==> config.mk <==
export PLATFORM = sky130hd
export DESIGN_NAME = reg8_cmd_sequencer
export DESIGN_NICKNAME = d
export VERILOG_FILES = /design/src/rtl/reg8_seq_pkg.sv /design/src/rtl/reg8_cmd_fifo.sv /design/src/rtl/reg8_cmd_sequencer.sv
export SDC_FILE = /design/constraint.sdc
export NUM_CORES = 1
export LEC_CHECK = 0
export CAP_MARGIN = 15
export CORE_MARGIN = 5
export CORE_UTILIZATION = 56
export DETAILED_ROUTE_END_ITERATION = 10
export DONT_BUFFER_PORTS = 1
export HOLD_SLACK_MARGIN = 0.12
export PLACE_DENSITY = 0.74
export SKIP_CTS_REPAIR_TIMING = 1
export SYNTH_ARGS = -nofsm -noshare
export SYNTH_HDL_FRONTEND = slang
export SYNTH_HIERARCHICAL = 1
export SYNTH_SLANG_ARGS = --single-unit
==> constraint.sdc <==
create_clock -name clk -period 2.1 [get_ports clk]
set_input_delay 0.42 -clock clk [delete_from_list [all_inputs] [get_ports clk]]
set_output_delay 0.42 -clock clk [all_outputs]
set_load 0.01 [all_outputs]
==> src/rtl/reg8_seq_pkg.sv <==
// Shared types for the 8-bit register command sequencer: opcodes, FSM states
// and the packed command word held in the FIFO.
package reg8_seq_pkg;

   localparam int SEQ_TAG_W = 4;

   typedef enum logic [1:0] {
      OP_READ = 2'b00,
      OP_LOAD = 2'b01,
      OP_SHL  = 2'b10,
      OP_SHR  = 2'b11
   } op_e;

   typedef enum logic [1:0] {
      S_IDLE,
      S_ISSUE,
      S_SAMPLE,
      S_RESP
   } state_e;

   typedef struct packed {
      op_e                  op;
      logic [2:0]           amt;
      logic [7:0]           data;
      logic [SEQ_TAG_W-1:0] tag;
   } cmd_t;

endpackage

==> src/rtl/reg8_cmd_fifo.sv <==
// Command FIFO: DEPTH entries of cmd_t, wrapping pointers plus an occupancy
// count so full and empty are unambiguous.
module reg8_cmd_fifo
   import reg8_seq_pkg::*;
#(
   parameter int DEPTH = 4
) (
   input  logic clk,
   input  logic reset,
   input  logic push,
   input  logic pop,
   input  cmd_t din,
   output cmd_t dout,
   output logic full,
   output logic empty
);

   localparam int PW = $clog2(DEPTH);

   cmd_t          mem_q [DEPTH];
   cmd_t          mem_d [DEPTH];
   logic [PW-1:0] wr_ptr_q, wr_ptr_d;
   logic [PW-1:0] rd_ptr_q, rd_ptr_d;
   logic [PW:0]   count_q, count_d;
   logic          do_push, do_pop;

   assign full    = (count_q == (PW+1)'(DEPTH));
   assign empty   = (count_q == '0);
   assign do_push = push && !full;
   assign do_pop  = pop && !empty;
   assign dout    = mem_q[rd_ptr_q];

   always_comb begin
      mem_d    = mem_q;
      wr_ptr_d = wr_ptr_q;
      rd_ptr_d = rd_ptr_q;
      count_d  = count_q;
      if (do_push) begin
         mem_d[wr_ptr_q] = din;
         wr_ptr_d        = wr_ptr_q + 1'b1;
      end
      if (do_pop)
         rd_ptr_d = rd_ptr_q + 1'b1;
      case ({do_push, do_pop})
         2'b10:   count_d = count_q + 1'b1;
         2'b01:   count_d = count_q - 1'b1;
         default: count_d = count_q;
      endcase
   end

   always_ff @(posedge clk) begin
      if (reset) begin
         wr_ptr_q <= '0;
         rd_ptr_q <= '0;
         count_q  <= '0;
      end else begin
         wr_ptr_q <= wr_ptr_d;
         rd_ptr_q <= rd_ptr_d;
         count_q  <= count_d;
      end
   end

   // Storage needs no reset; occupancy is governed by count_q alone.
   always_ff @(posedge clk) begin
      mem_q <= mem_d;
   end

endmodule

==> src/rtl/reg8_cmd_sequencer.sv <==
// Command sequencer for the 8-bit shift/load register: queues commands,
// pulses the register controls for one cycle, returns the result with its tag.
// Optional SEQ_STATS_EN enables the completed-command counter on stat_count.
module reg8_cmd_sequencer
   import reg8_seq_pkg::*;
#(
   parameter int DEPTH = 4,
   parameter int TAG_W = SEQ_TAG_W
) (
   input  logic             clk,
   input  logic             reset,
   input  logic             cmd_valid,
   output logic             cmd_ready,
   input  logic [1:0]       cmd_op,
   input  logic [2:0]       cmd_amt,
   input  logic [7:0]       cmd_data,
   input  logic [TAG_W-1:0] cmd_tag,
   output logic             reg_load,
   output logic             reg_shift_r_l,
   output logic [2:0]       reg_sh,
   output logic [7:0]       reg_d_in,
   input  logic [7:0]       reg_d_out,
   output logic             rsp_valid,
   input  logic             rsp_ready,
   output logic [7:0]       rsp_data,
   output logic [TAG_W-1:0] rsp_tag,
   output logic [15:0]      stat_count
);

   cmd_t push_cmd, head;
   logic fifo_full, fifo_empty, fifo_pop;

   assign push_cmd = '{op: op_e'(cmd_op), amt: cmd_amt, data: cmd_data, tag: cmd_tag};
   assign cmd_ready = !fifo_full;

   reg8_cmd_fifo #(.DEPTH(DEPTH)) u_fifo (
      .clk   (clk),
      .reset (reset),
      .push  (cmd_valid),
      .pop   (fifo_pop),
      .din   (push_cmd),
      .dout  (head),
      .full  (fifo_full),
      .empty (fifo_empty)
   );

   state_e           state_q, state_d;
   logic [TAG_W-1:0] cur_tag_q, cur_tag_d;
   logic             reg_load_q, reg_load_d;
   logic             reg_srl_q, reg_srl_d;
   logic [2:0]       reg_sh_q, reg_sh_d;
   logic [7:0]       reg_d_in_q, reg_d_in_d;
   logic             rsp_valid_q, rsp_valid_d;
   logic [7:0]       rsp_data_q, rsp_data_d;
   logic [TAG_W-1:0] rsp_tag_q, rsp_tag_d;

   assign fifo_pop = (state_q == S_IDLE) && !fifo_empty;

   // Register controls are decoded on the pop so they are live exactly for
   // the ISSUE cycle; only the tag of the command is needed after that.
   always_comb begin
      state_d     = state_q;
      cur_tag_d   = cur_tag_q;
      reg_load_d  = 1'b0;
      reg_srl_d   = 1'b0;
      reg_sh_d    = '0;
      reg_d_in_d  = '0;
      rsp_valid_d = rsp_valid_q;
      rsp_data_d  = rsp_data_q;
      rsp_tag_d   = rsp_tag_q;
      case (state_q)
         S_IDLE: if (!fifo_empty) begin
            cur_tag_d = head.tag;
            state_d   = S_ISSUE;
            case (head.op)
               OP_LOAD: begin reg_load_d = 1'b1; reg_d_in_d = head.data; end
               OP_SHL:  reg_sh_d = head.amt;
               OP_SHR:  begin reg_srl_d = 1'b1; reg_sh_d = head.amt; end
               default: ;
            endcase
         end
         S_ISSUE:  state_d = S_SAMPLE;
         S_SAMPLE: begin
            rsp_data_d  = reg_d_out;
            rsp_tag_d   = cur_tag_q;
            rsp_valid_d = 1'b1;
            state_d     = S_RESP;
         end
         S_RESP: if (rsp_ready) begin
            rsp_valid_d = 1'b0;
            state_d     = S_IDLE;
         end
         default: state_d = S_IDLE;
      endcase
   end

   always_ff @(posedge clk) begin
      if (reset) begin
         state_q     <= S_IDLE;
         cur_tag_q   <= '0;
         reg_load_q  <= 1'b0;
         reg_srl_q   <= 1'b0;
         reg_sh_q    <= '0;
         reg_d_in_q  <= '0;
         rsp_valid_q <= 1'b0;
         rsp_data_q  <= '0;
         rsp_tag_q   <= '0;
      end else begin
         state_q     <= state_d;
         cur_tag_q   <= cur_tag_d;
         reg_load_q  <= reg_load_d;
         reg_srl_q   <= reg_srl_d;
         reg_sh_q    <= reg_sh_d;
         reg_d_in_q  <= reg_d_in_d;
         rsp_valid_q <= rsp_valid_d;
         rsp_data_q  <= rsp_data_d;
         rsp_tag_q   <= rsp_tag_d;
      end
   end

   assign reg_load      = reg_load_q;
   assign reg_shift_r_l = reg_srl_q;
   assign reg_sh        = reg_sh_q;
   assign reg_d_in      = reg_d_in_q;
   assign rsp_valid     = rsp_valid_q;
   assign rsp_data      = rsp_data_q;
   assign rsp_tag       = rsp_tag_q;

`ifdef SEQ_STATS_EN
   logic [15:0] stat_count_q, stat_count_d;

   always_comb begin
      stat_count_d = stat_count_q;
      if (rsp_valid_q && rsp_ready)
         stat_count_d = stat_count_q + 16'd1;
   end

   always_ff @(posedge clk) begin
      if (reset) stat_count_q <= '0;
      else       stat_count_q <= stat_count_d;
   end

   assign stat_count = stat_count_q;
`else
   assign stat_count = '0;
`endif

endmodule

==> results of run 1 <==
-- critical path: cells and delay by family (launching register included) --
kind	cells	cell delay [ns]
fa+ha+maj	3	0.68
simple gates	2	0.49
flops	1	0.34
compound gates	2	0.23
buf+inv	3	0.20
xor+xnor	1	0.16
-- registers in the layout (all words and copies together) (netlist names), 2 cells and up --
| name | count |
|---|---|
| u_fifo/rd_ptr_q | 2 |
| cur_tag_q | 4 |
| rsp_tag | 4 |
| reg_d_in | 8 |
| u_fifo/count_q | 3 |
| u_fifo/mem_q | 68 |
| u_fifo/wr_ptr_q | 2 |
| state_q | 2 |
| reg_sh | 3 |
| rsp_data | 8 |
-- cell type report --
class                   count  share of cell area, %
flip-flops and latches    107                   59.7
clock buffers               9                   2.62
multi-input cells         132                   26.1
repair buffers             33                   6.39
clock inverters             7                   1.74
well taps                  99                   2.62
inverters                  11                  0.872
-- where the power goes --
group / internal [W] / leakage (nW) / total (W) / switching [W]
Combinational: 0.000746 / 0.697 / 0.00136 / 0.000614
Clock: 0.000577 / 0.106 / 0.00127 / 0.000692
Sequential: 0.00252 / 0.942 / 0.00271 / 0.000192
-- logic make-up (layout without fill, tap and decap cells) --
| kind of cell | count (synthesis) | count (layout) |
|---|---|---|
| xor gates and xnor gates | 3 | 3 |
| and+or+nand+nor | 56 | 56 |
| DFF | 107 | 107 |
| AOI/OAI and AO/OA | 13 | 13 |
| buffers and inverters | 37 | 60 |
| adders and majority gates | 10 | 10 |
| muxes | 34 | 34 |
| other | 1 | 16 |
-- layer usage --
metal / track usage (%) / up-vias / wire length (µm)
li1: - / 990 / -
met1: 16.0 / 980 / 2680
met2: 22.5 / 69 / 3230
met3: 5.68 / 9 / 531
met4: 5.51 / 0 / 81
met5: 0 / - / 0
-- cells in the final DEF, fill, tap and decap left out, drive strengths merged, types with 2 or more instances in the layout --
cell         count
dfxtp           39
buf             11
inv             16
edfxtp          68
nand2            2
xor2             3
o21ai            5
conb            16
mux4            17
ha               9
dlygate4sd3     22
a21oi            7
mux2i           17
and2            17
clkbuf           9
or3              4
nor2            23
nand2b           2
nor2b            3
-- through the flow --
step | std cells | total power [W]
after floorplan | 276 | 0.00379
after global placement | 360 | 0.00394
after detailed placement | 360 | 0.00399
after CTS | 376 | 0.00527
after global routing | 398 | 0.00566
final | 398 | 0.00534
-- path summary, 6_finish.rpt --
| kind | end | slack (ns) | cells past startpoint |
|---|---|---|---|
| setup / recovery | u_fifo/count_q[2] | -0.05 | 11 |
| hold / removal | u_fifo/count_q[0] | 0.12 | 1 |
| setup reg to reg | u_fifo/count_q[2] | -0.05 | 11 |
| hold reg to reg | cur_tag_q[1] | 0.50 | 2 |
==> reports/metrics.yaml, run 1 <==
logic_synthesis:
  yosys.area_share.adder_pct: 3.14
  netlist_instances: 261
  synth_top_family_by_area: "multiplexers"
  synth_top_area_cell: "edfxtp_1"
  synth_top_area_share_pct: 48.4
  synthFlopType: "edfxtp_1"
  async_reset_ff_share_pct: 0
  yosys-mux-area-fraction_pct: 14.6
  syn_area_um2: 4220
  avgSynthCellArea_um2: 16.2
  synth_compound_area_share_pct: 1.60
  yosysMostFrequentCell: "edfxtp_1"
  synth_commonest_cells: "edfxtp_1 (68), dfxtp_1 (39), nor2_1 (23)"
  synth.distinct_cells: 29
  synth-simple-area-share_pct: 7.26
  synth-xor-area-share_pct: 0.622
  yosysWarnings: 6
  ys_top_cells_by_area: "edfxtp_1 (48%), dfxtp_1 (18%), mux4_1 (11%)"
  synth_seq_cells: 107
  synth-edff-count: 68
  synth_seq_area_share_pct: 66.8
sta:
  rsz0062_at_grt: "true"
  setup_violations: 1
  hold_violations: 0
  skew_ns: 0.00842
  final.setup.worst_slack_ns: -0.0518
  setup-tns-final_ns: -0.0518
  timing.fmax_ghz: 0.465
  whs_ns: 0.124
  min_period_ns: 2.15
  timing.final.crit_share_pct: 102
  finalMaxSlewViolations: 0
floorplan:
  core_um2: 7290
  die_area_um2: 9380
  chipWidth_um: 96.8
  die_h_um: 96.8
  num_rows: 31
  io_pins: 72
  start_util_pct: 57.9
worst_setup_path:
  crit_arrival_ns: 2.44
  critPathLaunch: "state_q[0]"
  r2r-start: "state_q[0]"
  path_cells: "inv_2, ha_1, nor2b_4, o31ai_2, inv_1, ha_2, inv_1, fa_2, xor2_1, or3_1, a21oi_2"
  crit_fanout: 3
  critPathLaunchType: "flip-flop"
  required_ns: 2.39
  crit_type: "reg -> reg"
  critPathSlowestCell: "dfxtp_2"
  critical-path-max-stage-delay_ns: 0.34
  cp_common_cell: "inv_1"
  worst_setup_path_end_kind: "flip-flop"
power_and_ir_drop:
  power_density_nw_per_um2: 1130
  p_leak_nw: 1.75
  vdd_ir_drop_max_mv: 0.542
placement:
  port_buffers: 0
  dp_hpwl_um: 4200
  place.gp.congestion: 0.754
  place_ws_ns: -0.0394
  placed_area_um2: 4300
min_path:
  worstHoldStart: "reset"
  hp-class: "in -> reg"
global_routing:
  grt_max_degree: 30
  overflow: 0
  grt_usage_pct: 13.7
  grt_first_pass_wirelength_um: 10000
  antenna_found_initial: 0
  grt_pass1_vias: 1923
layout:
  multiInputGateArea_um2: 1230
  finish.instance_area_um2: 4740
  seqCellArea_um2: 2830
  drive_gt1_share_pct: 12.0
  nNetsFinal: 333
  n_antenna_cell: 0
  area_delta_synth_final_pct: 12.1
  nFillCells: 534
  utilization_pct: 64.9
routing:
  drc_errors: 0
  antenna_left: 0
  num_vias: 2048
  dr.first_iter.drc_count: 64
  dr.pass1.iters: 4
  post_drt_wl_per_cell_um: 16.4
  vias_per_cell: 5.15
  routed_wl_um: 6520
clock_network:
  insertion_delay_ns: 0.35
  cts_buffers: 9
  cts_root_buf: "clkbuf_8"
  htreeDepth: 3
  clock-sinks: 107
  clockBufferDepth: 2
  path_clk_slew_ns: 0.10
  cts_tree: "built"
run_status:
  status: "finished, violations left"
  violations: "negative setup slack"
job:
  cap_viol_max_count: 0
Note: power is estimated with default switching activity, not from simulation.
==> run 2, diff against run 1 <==
--- a/config.mk
+++ b/config.mk
@@ -5,6 +5,7 @@
 export SDC_FILE = /design/constraint.sdc
 export NUM_CORES = 1
 export LEC_CHECK = 0
+export ABC_AREA = 1
 export CAP_MARGIN = 15
 export CORE_MARGIN = 5
 export CORE_UTILIZATION = 56
==> reports/metrics.yaml, run 2 <==
run_status:
  status: "complete, no violations"
logic_synthesis:
  yosys-mux-area-fraction_pct: 0
  synth-xor-area-share_pct: 0
  synth-edff-count: 68
  synth_commonest_cells: "nor2_1 (81), edfxtp_1 (68), dfxtp_1 (39)"
  synthFlopType: "edfxtp_1"
  synth_top_family_by_area: "simple AND/OR/NAND/NOR gates"
  netlist_instances: 388
  yosysMostFrequentCell: "nor2_1"
  synth_top_area_share_pct: 47.3
  yosys.area_share.adder_pct: 3.08
  synth_seq_cells: 107
  synth_compound_area_share_pct: 9.63
  synth-simple-area-share_pct: 12.0
  synth_seq_area_share_pct: 65.4
  synth.distinct_cells: 27
  synth_top_area_cell: "edfxtp_1"
  syn_area_um2: 4310
  ys_top_cells_by_area: "edfxtp_1 (47%), dfxtp_1 (18%), nor2_1 (7.0%)"
  async_reset_ff_share_pct: 0
  avgSynthCellArea_um2: 11.1
  yosysWarnings: 6
floorplan:
  num_rows: 32
  chipWidth_um: 97.8
  core_um2: 7610
  start_util_pct: 56.7
  io_pins: 72
  die_area_um2: 9560
  die_h_um: 97.8
clock_network:
  clockBufferDepth: 2
  clock-sinks: 107
  cts_tree: "built"
  cts_root_buf: "clkbuf_8"
  cts_buffers: 9
  htreeDepth: 3
  insertion_delay_ns: 0.37
  path_clk_slew_ns: 0.10
power_and_ir_drop:
  internal_power_w: 0.00369
  vdd_ir_drop_max_mv: 0.697
  p_leak_nw: 1.86
  p_sw_w: 0.00200
  seqPwrFrac_pct: 49.1
  power_frac_clock_pct: 23.1
  p_sw_share_pct: 35.1
  power_density_nw_per_um2: 1190
  combPwrFrac_pct: 27.8
sta:
  tightestPinTransition_ns: 0.587
  setup_violations: 0
  setup-tns-final_ns: 0
  timing.fmax_ghz: 0.514
  whs_ns: 0.187
  min_period_ns: 1.95
  timing.final.crit_share_pct: 92.7
  final.setup.worst_slack_ns: 0.153
  relSlewSlack_pct: 60.8
  finalMaxSlewViolations: 0
  skew_ns: 0.00905
  hold_violations: 0
routing:
  vias_per_cell: 5.15
  routed_wl_um: 8070
  dr.pass1.iters: 4
  post_drt_wl_per_cell_um: 15.4
  drc_errors: 0
  antenna_left: 0
  dr.first_iter.drc_count: 137
  num_vias: 2697
job:
  cap_viol_max_count: 0
global_routing:
  grt_usage_pct: 16.7
  grt_max_degree: 25
  grt_first_pass_wirelength_um: 12500
  overflow: 0
  antenna_found_initial: 0
  grt_pass1_vias: 2484
layout:
  largest-register: "u_fifo/mem_q"
  area_delta_synth_final_pct: 10.8
  stdcell_count: 524
  drive_gt1_share_pct: 13.3
  n_antenna_cell: 0
  final_cell_mix: "nor2_1 (80), edfxtp_1 (68), dfxtp_1 (36)"
  finish.instance_area_um2: 4780
  largest_register_ffs: 68
  nNetsFinal: 456
  nFillCells: 609
  mostFrequentLayoutCell: "nor2_1"
worst_setup_path:
  critical-path-max-stage-delay_ns: 0.35
  crit_arrival_ns: 2.25
  path_cells: "inv_1, nand2_2, inv_1, inv_2, nand2_2, inv_4, nand2_1, inv_2, ha_2, inv_1, fa_2, nand2_1, nand3_2, nand2_1, nand2_1, nor2_1"
  crit_fanout: 5
  critPathSlowestCell: "dfxtp_2"
  worst_setup_path_end_kind: "flip-flop"
  cp_common_cell: "nand2_1"
  crit_type: "reg -> reg"
  critPathLaunchType: "flip-flop"
  crit_family: "simple AND/OR/NAND/NOR gates"
  required_ns: 2.41
  critical_path.n_buffers_inverters: 6
min_path:
  hp-class: "in -> reg"
placement:
  place.gp.congestion: 0.777
  placed_area_um2: 4340
  dp_hpwl_um: 5120
  port_buffers: 0
  placed_cells: 489
  place_ws_ns: 0.0643
run 2: changes by cell type in the layout (fill, tap and decap cells not counted), moves of 7 or more:
| cell | previous run | this run |
|---|---|---|
| mux2i_1 | 17 | 0 |
| nor2_1 | 23 | 80 |
| o22ai_1 | 0 | 17 |
| mux4_1 | 17 | 0 |
| inv_1 | 10 | 32 |
| nand2_1 | 2 | 17 |
| and2_1 | 17 | 0 |
| o21ai_0 | 5 | 34 |
| nor3_1 | 1 | 8 |
| o21ai_1 | 0 | 18 |
run 2: routing by layer:
| layer | share of wire (%) | wire length (µm) | GRT usage [%] |
|---|---|---|---|
| met2 | 51 | 4090 | 28.1 |
| met1 | 41 | 3290 | 20.2 |
| met3 | 7.5 | 604 | 6.36 |
| met5 | 0 | 0 | 0 |
| met4 | 0.97 | 78 | 4.47 |
run 2: kinds of logic after synthesis:
family	count (synthesis)
simple gates	123
buf+inv	69
other cells	1
flops	107
compound gates	78
fa+ha+maj	10
run 2: worst paths after layout:
path	from	endpoint	slack (ns)	cells after the start
hold / removal	reg_d_out[7]	rsp_data[7]	0.19	2
setup / recovery	u_fifo/count_q[2]	u_fifo/count_q[2]	0.15	16
setup reg to reg	u_fifo/count_q[2]	u_fifo/count_q[2]	0.15	16
hold reg to reg	cur_tag_q[3]	cur_tag_q[3]	0.49	2
run 2: power by group through the flow:
stage | logic [W] | registers [W] | clock network, W
after floorplan | 0.00127 | 0.00276 | 0
after CTS | 0.00147 | 0.00279 | 0.00135
final | 0.00158 | 0.00280 | 0.00132
after global placement | 0.00141 | 0.00282 | 0
after detailed placement | 0.00145 | 0.00284 | 0
after global routing | 0.00180 | 0.00283 | 0.00144
run 2: layout make-up:
| cell class | instances | area (µm²) | area share, % |
|---|---|---|---|
| tap | 102 | 128 | 2.67 |
| multi-input combinational | 227 | 1150 | 24.2 |
| clock buffer | 9 | 124 | 2.59 |
| timing repair buffer | 33 | 293 | 6.13 |
| inverter | 39 | 156 | 3.27 |
| sequential | 107 | 2830 | 59.2 |
| clock inverter | 7 | 95.1 | 1.99 |
run 2: metrics by stage:
stage	power [W]	util (%)
3_5_place_dp	0.00429	57.0
2_1_floorplan	0.00404	-
5_1_grt	0.00608	62.8
3_3_place_gp	0.00423	57.0
4_1_cts	0.00561	59.9
6_report	0.00570	62.8
==> run 3, diff against run 2 <==
--- a/config.mk
+++ b/config.mk
@@ -6,13 +6,13 @@
 export NUM_CORES = 1
 export LEC_CHECK = 0
 export ABC_AREA = 1
+export BUFFER_PORTS_ARGS = -buffer_cell sky130_fd_sc_hd__buf_2
 export CAP_MARGIN = 15
 export CORE_MARGIN = 5
-export CORE_UTILIZATION = 56
+export CORE_UTILIZATION = 50
 export DETAILED_ROUTE_END_ITERATION = 10
-export DONT_BUFFER_PORTS = 1
 export HOLD_SLACK_MARGIN = 0.12
-export PLACE_DENSITY = 0.74
+export PLACE_DENSITY = 0.75
 export SKIP_CTS_REPAIR_TIMING = 1
 export SYNTH_ARGS = -nofsm -noshare
 export SYNTH_HDL_FRONTEND = slang
==> reports/metrics.yaml, run 3 (synthesized netlist as in run 2, its figures left out) <==
power_and_ir_drop:
  combPwrFrac_pct: 29.7
  p_sw_share_pct: 34.1
  seqPwrFrac_pct: 46.6
  p_sw_w: 0.00199
  power_density_nw_per_um2: 1200
  p_leak_nw: 2.03
  vdd_ir_drop_max_mv: 0.526
  internal_power_w: 0.00384
  power_frac_clock_pct: 23.7
routing:
  num_vias: 2807
  routed_wl_um: 8260
  drc_errors: 0
  vias_per_cell: 4.99
  dr.pass1.iters: 4
  post_drt_wl_per_cell_um: 14.7
  antenna_left: 0
  dr.first_iter.drc_count: 185
worst_setup_path:
  worst_setup_path_end_kind: "flip-flop"
  r2r-start: "state_q[0]"
  rr_worst_depth: 15
  critPathLaunch: "state_q[0]"
  required_ns: 2.36
  crit_fanout: 5
  rrSetupSlack_ns: 0.13
  endpoint: "u_fifo/count_q[2]"
  crit_type: "reg -> reg"
  crit_arrival_ns: 2.23
  critPathLaunchType: "flip-flop"
  r2r-end: "u_fifo/count_q[2]"
clock_network:
  clockBufferDepth: 2
  clock-sinks: 107
  cts_root_buf: "clkbuf_8"
  htreeDepth: 3
  insertion_delay_ns: 0.36
  cts_buffers: 9
  path_clk_slew_ns: 0.10
  cts_tree: "built"
floorplan:
  start_util_pct: 52.0
  io_pins: 72
  chipWidth_um: 103
  die_h_um: 103
  num_rows: 33
  core_um2: 8300
  die_area_um2: 10600
layout:
  largest_register_ffs: 68
  finish.instance_area_um2: 4860
  n_antenna_cell: 0
  drive_gt1_share_pct: 23.2
  final_cell_mix: "nor2_1 (81), edfxtp_1 (68), buf_2 (55)"
  nFillCells: 678
  area_delta_synth_final_pct: 12.7
  nNetsFinal: 491
  largest-register: "u_fifo/mem_q"
  multiInputGateArea_um2: 1150
  seqCellArea_um2: 2830
  mostFrequentLayoutCell: "nor2_1"
sta:
  rsz0062_at_grt: "false"
  tightestPinTransition_ns: 0.541
  timing.fmax_ghz: 0.508
  min_period_ns: 1.97
  final.setup.worst_slack_ns: 0.133
  hold_violations: 0
  skew_ns: 0.00843
  relSlewSlack_pct: 63.9
  timing.final.crit_share_pct: 93.7
  setup_violations: 0
  finalMaxSlewViolations: 0
  setup-tns-final_ns: 0
job:
  cap_viol_max_count: 0
placement:
  port_buffers: 55
  dp_hpwl_um: 5580
  place_ws_ns: 0.0701
  placed_area_um2: 4610
  place.gp.congestion: 0.781
global_routing:
  grt_max_degree: 20
  grt_usage_pct: 16.1
  grt_first_pass_wirelength_um: 12800
  overflow: 0
  antenna_found_initial: 1
  grt_pass1_vias: 2619
run_status:
  status: "complete, no violations"
min_path:
  holdPathStages: 1
  hp-class: "in -> reg"
==> run 3: layout make-up <==
cell class	count	share of cell area, %
inverter	39	3.22
sequential	107	58.2
clock inverter	6	1.98
tap	105	2.70
multi-input combinational	227	23.6
clock buffer	10	2.63
timing repair buffer	68	7.67
==> run 3: per-layer routing <==
metal / GRT usage [%] / share of wire, % / wire length, µm / up-vias
li1: - / - / - / 1403
met2: 26.0 / 48 / 3970 / 89
met1: 21.1 / 43 / 3520 / 1300
met5: 0 / 0.22 / 18 / -
met4: 6.27 / 1.5 / 121 / 2
met3: 3.86 / 7.6 / 632 / 13
==> run 3: worst min path at each step <==
stage,start,end,slack (ns)
global placement,rsp_valid,rsp_valid,0.47
finish,cmd_data[7],u_fifo/mem_q[11],0.27
CTS,cmd_data[3],u_fifo/mem_q[41],0.26
floorplan,cur_tag_q[1],rsp_tag[1],0.45
global route,cmd_data[3],u_fifo/mem_q[24],0.26
detailed placement,rsp_valid,rsp_valid,0.48
==> run 3: power groups by stage <==
| stage | Combinational [W] | Clock, W | Sequential, W |
|---|---|---|---|
| CTS | 0.00169 | 0.00141 | 0.00271 |
| global placement | 0.00162 | 0 | 0.00275 |
| floorplan | 0.00127 | 0 | 0.00276 |
| detailed placement | 0.00168 | 0 | 0.00276 |
| global route | 0.00194 | 0.00149 | 0.00275 |
| finish | 0.00173 | 0.00138 | 0.00272 |
==> run 3: critical path, cell delays in order (launching register included) <==
cell,delay [ns]
dfxtp_1,0.34
inv_1,0.15
ha_4,0.18
nand2_2,0.10
inv_4,0.06
nand2_1,0.06
inv_1,0.08
ha_2,0.17
inv_1,0.06
fa_2,0.34
inv_1,0.06
nand2_1,0.05
nand3_1,0.09
nand2_1,0.06
nand2_1,0.05
nor2_1,0.03
==> run 3: metrics by stage <==
step / instances / utilization [%] / total power, W / hold slack, ns
finish: 562 / 58.6 / 0.00583 / 0.269
global route: 562 / 58.6 / 0.00618 / 0.257
CTS: 562 / 58.3 / 0.00581 / 0.257
detailed placement: 546 / 55.6 / 0.00444 / 0.478
global placement: 546 / 55.6 / 0.00437 / 0.469
floorplan: 403 / - / 0.00404 / 0.454
